[src/rtl/parity_pkg.sv]
// parity_pkg: shared FSM encodings and line-level constants for the parity serial link.
package parity_pkg;
  typedef enum logic [2:0] {
    IDLE   = 3'd0,
    START  = 3'd1,
    DATA   = 3'd2,
    PARITY = 3'd3,
    STOP   = 3'd4
  } state_t;
  localparam logic LINE_IDLE   = 1'b1;
  localparam logic START_BIT   = 1'b0;
  localparam logic STOP_BIT    = 1'b1;
  localparam logic PARITY_EVEN = 1'b0;
endpackage

[src/rtl/baud_tick_counter.sv]
// baud_tick_counter: divides clk into bit periods, tick high on the last cycle of each period.
module baud_tick_counter #(
  parameter int CLKS_PER_BIT = 4
) (
  input  logic clk,
  input  logic rst_n,
  input  logic clear,
  output logic tick
);
  localparam int W = CLKS_PER_BIT > 1 ? $clog2(CLKS_PER_BIT) : 1;
  localparam logic [W-1:0] LAST = W'(CLKS_PER_BIT - 1);
  logic [W-1:0] r_cnt;
  assign tick = r_cnt == LAST;
  always_ff @(posedge clk or negedge rst_n)
    if (!rst_n) r_cnt <= '0;
    else if (clear || tick) r_cnt <= '0;
    else r_cnt <= r_cnt + 1'b1;
endmodule

[src/rtl/parity_serial_tx.sv]
// parity_serial_tx: even-parity UART-style serializer (start, data LSB first, parity, stop).
module parity_serial_tx
  import parity_pkg::*;
#(
  parameter int DATA_W       = 4,
  parameter int CLKS_PER_BIT = 4
) (
  input  logic              clk,
  input  logic              rst_n,
  input  logic [DATA_W-1:0] data_in,
  input  logic              valid_in,
  output logic              ready_out,
  output logic              tx_out,
  output logic              busy,
  output logic              tx_done
);
  localparam int BW = DATA_W > 1 ? $clog2(DATA_W) : 1;
  localparam logic [BW-1:0] LAST_BIT = BW'(DATA_W - 1);
  state_t            r_state;
  logic [DATA_W-1:0] r_shift;
  logic [DATA_W-1:0] w_shift_nxt;
  logic [BW-1:0]     r_bit;
  logic              r_par;
  logic              r_tx;
  logic              w_tick;
  logic              w_clear;
  assign w_shift_nxt = r_shift >> 1;
  assign w_clear     = r_state == IDLE;
  assign ready_out   = r_state == IDLE;
  assign busy        = !ready_out;
  assign tx_out      = r_tx;
  assign tx_done     = r_state == STOP && w_tick;
  baud_tick_counter #(.CLKS_PER_BIT(CLKS_PER_BIT)) u_tick (
    .clk  (clk),
    .rst_n(rst_n),
    .clear(w_clear),
    .tick (w_tick)
  );
  // tx_out is loaded with the next bit on the same edge the state advances, so line and state stay aligned
  always_ff @(posedge clk or negedge rst_n)
    if (!rst_n) begin
      r_state <= IDLE;
      r_shift <= '0;
      r_bit   <= '0;
      r_par   <= 1'b0;
      r_tx    <= LINE_IDLE;
    end else begin
      case (r_state)
        IDLE: if (valid_in) begin
          r_shift <= data_in;
          r_par   <= (^data_in) ^ PARITY_EVEN;
          r_tx    <= START_BIT;
          r_state <= START;
        end
        START: if (w_tick) begin
          r_bit   <= '0;
          r_tx    <= r_shift[0];
          r_state <= DATA;
        end
        DATA: if (w_tick) begin
          r_shift <= w_shift_nxt;
          if (r_bit == LAST_BIT) begin
            r_tx    <= r_par;
            r_state <= PARITY;
          end else begin
            r_bit <= r_bit + 1'b1;
            r_tx  <= w_shift_nxt[0];
          end
        end
        PARITY: if (w_tick) begin
          r_tx    <= STOP_BIT;
          r_state <= STOP;
        end
        STOP: if (w_tick) begin
          r_tx    <= LINE_IDLE;
          r_state <= IDLE;
        end
        default: begin
          r_tx    <= LINE_IDLE;
          r_state <= IDLE;
        end
      endcase
    end
endmodule

[config.mk]
export PLATFORM = sky130hd
export DESIGN_NAME = parity_serial_tx
export DESIGN_NICKNAME = d
export VERILOG_FILES = /design/src/rtl/parity_pkg.sv /design/src/rtl/baud_tick_counter.sv /design/src/rtl/parity_serial_tx.sv
export SDC_FILE = /design/constraint.sdc
export NUM_CORES = 1
export LEC_CHECK = 0
export BUFFER_PORTS_ARGS = -buffer_cell sky130_fd_sc_hd__clkbuf_2
export CORE_MARGIN = 10
export CORE_UTILIZATION = 35
export DETAILED_ROUTE_END_ITERATION = 8
export GPL_TIMING_DRIVEN = 0
export PLACE_DENSITY = 0.59
export SLEW_MARGIN = 20
export SYNTH_ARGS = -nofsm -noshare
export SYNTH_HDL_FRONTEND = slang
export SYNTH_SLANG_ARGS = --single-unit
[constraint.sdc]
create_clock -name clk -period 1.8 [get_ports clk]
set_input_delay 0 -clock clk [delete_from_list [all_inputs] [get_ports clk]]
set_output_delay 0 -clock clk [all_outputs]
set_load 0.005 [all_outputs]
==> flow_summary.yaml <==
die:
  die-area_um2: 4390
  die-height_um: 66.3
  start_util_pct: 37.4
  coreArea_um2: 2000
  rows: 16
  die_w_um: 66.3
  pin_count: 11
drt:
  wire_per_inst_um: 12.6
  viasPerCell: 4.71
  drtAntennaViolNets: 0
  first_pass_iters: 3
  drcViolationCount: 0
  wl_um: 1410
  drtIter0Drc: 6
  vias: 527
finish:
  layout-drive-gt1-share_pct: 31.8
  layout_commonest_cell: "dfrtp_1"
  final_area_um2: 880
  syn2layout_area_growth_pct: 17.4
  final_core_util_pct: 43.9
  most-common-layout-cells: "dfrtp_1, clkbuf_2, mux2_2"
  diodes: 0
  fin_nets: 95
setup_path:
  path_cells: "nor3b_2, mux2_1, mux2_2"
  path_class: "reg -> reg"
  worstPathMaxFanout: 6
  crit_arrival_ns: 1.76
  cp-start-kind: "register"
  slowest_delay_ns: 0.46
  r2r_cells: 3
  crit_path_end_kind: "register"
  slowest_stage: "dfrtp_1"
  critPathRequiredTime_ns: 1.96
power:
  finalPower_mw: 1.33
  ir_drop_uv: 744
  powerDensity_nw_per_um2: 1510
  p_leak_nw: 0.393
synth:
  syn-cell-area_um2: 749
  syn-mean-instance-area_um2: 10.9
  synth-seq-cells: 13
  netlist_instances: 69
  ys_warn_count: 0
  synth_nets: 78
  synth.distinct_cells: 25
  synth_seq_area_share_pct: 43.6
sta:
  fin_tns_setup_ns: 0
  final_max_slew_viol_count: 0
  rsz0062_at_grt: "false"
  worstMarginPinSlew_ns: 0.392
  finalHoldViolCount: 0
  period_needed_ns: 1.59
  fin_ws_ns: 0.207
  skew_ns: 0.00325
  slew_headroom_pct: 73.7
  final-setup-viol-count: 0
  finalCritPeriodShare_pct: 88.5
  fmax_mhz: 628
global_route:
  grt_use_met3_pct: 4.75
  antenna_found_initial: 0
  grt_use_met2_pct: 10.2
  overflow: 0
  track_usage_pct: 7.16
  grtUsageMet1_pct: 8.13
  grt_max_degree: 14
  top_usage_layer: "met2"
  grt_pass1_wl_um: 2400
  grt_pass1_vias: 550
placement:
  place_hpwl_um: 1070
  port_buffers: 10
  place_area_um2: 833
  post-place-ws_ns: 0.201
  place_congestion: 0.798
clocking:
  clock_sinks: 13
  cts_tree: "done"
  cts_max_level: 1
  clk_pin_slew_ns: 0.07
  worstSkewPairLatency_ns: 0.28
  ctsResizeCount: 0
  cts_buffers: 3
  clock_path_buffers: 2
  clockRootBuffer: "clkbuf_4"
run:
  max_cap_violations: 0
worst_hold_path:
  hold_path_class: "in -> reg"
  min_path_cells: 3
run_status:
  outcome: "complete, no violations"
[registers in the layout, summed over array words and instances (netlist names)]
signal,count
r_shift,4
r_state,3
r_bit,2
u_tick.r_cnt,2
r_par,1
tx_out,1
[synthesized netlist by cell type]
master | count | share of area, %
dfrtp_1 | 12 | 40
mux2_2 | 6 | 9.0
buf_2 | 4 | 2.7
nor2_1 | 4 | 2.0
nor2b_1 | 4 | 3.3
o21ai_0 | 4 | 2.7
a22o_1 | 3 | 3.5
mux2_1 | 3 | 4.5
mux2i_1 | 3 | 4.0
nand2_1 | 3 | 1.5
nor3_1 | 3 | 2.0
xnor2_1 | 3 | 3.5
ha_1 | 2 | 3.3
nand3_1 | 2 | 1.3
nor3_2 | 2 | 2.7
nor3b_1 | 2 | 2.0
a21oi_1 | 1 | 0.67
a31oi_1 | 1 | 0.84
and3_1 | 1 | 0.84
dfstp_2 | 1 | 3.5
inv_1 | 1 | 0.50
nand4b_1 | 1 | 1.2
nor3b_2 | 1 | 1.7
or4bb_1 | 1 | 1.5
xor2_1 | 1 | 1.2
[where the power goes]
group,switching (mW),internal [mW],total (mW)
clock network,0.0900,0.0860,0.176
registers,0.0954,0.431,0.526
logic,0.298,0.331,0.629
total,0.483,0.848,1.33
[worst paths after layout]
| kind | slack, ns | to | from |
|---|---|---|---|
| hold reg to reg | 0.45 | u_tick.r_cnt[0]$_DFF_PN0_ | u_tick.r_cnt[0]$_DFF_PN0_ |
| hold / removal | 0.1 | r_shift[1]$_DFFE_PN0P_ | data_in[1] |
| setup / recovery | 0.21 | r_shift[2]$_DFFE_PN0P_ | r_state[0]$_DFFE_PN0P_ |
| min in group asynchronous | 0.14 | r_state[1]$_DFFE_PN0P_ | rst_n |
| max in group asynchronous | 1.36 | tx_out$_DFFE_PN1P_ | rst_n |
| setup reg to reg | 0.21 | r_shift[2]$_DFFE_PN0P_ | r_state[0]$_DFFE_PN0P_ |
[cell type report]
type	instances	area, µm²
buffer	4	20.0
multi-input combinational	51	399
fill	211	1120
sequential	13	327
clock buffer	4	26.3
timing repair buffer	12	70.1
inverter	1	3.75
tap	27	33.8
[routing by layer]
metal / routed length (µm) / vias up / share of wire (%)
li1: - / 278 / -
met1: 665 / 238 / 47
met4: 19 / 0 / 1.3
met5: 0 / - / 0
met2: 616 / 9 / 44
met3: 109 / 2 / 7.7
[through the flow]
stage          cells  hold WS [ns]
4_1_cts          112        0.0911
5_1_grt          112         0.101
6_report         112        0.0964
3_3_place_gp     106       -0.0828
2_1_floorplan     69        -0.296
3_5_place_dp     106       -0.0830
[worst max-delay path: cells and delay by family (launching register included)]
kind / cells / cell delay, ns
multiplexers: 2 / 0.62
AND/OR/NAND/NOR: 1 / 0.41
flip-flops: 1 / 0.46
[timing repair]
action	4_1_cts	5_1_grt
endpoints found under the hold margin	14	0
setup buffers	0	0
hold buffers	2	0
[logic make-up after synthesis]
logic type / count (synthesis) / synth area share [%]
AOI/OAI and AO/OA: 9 / 7.68
xor gates and xnor gates: 4 / 4.68
adders and majority gates: 2 / 3.34
buffers and inverters: 5 / 3.17
DFF: 13 / 43.6
muxes: 12 / 17.5
and+or+nand+nor: 24 / 20.0
No activity file was read; power rests on OpenSTA's default activity.
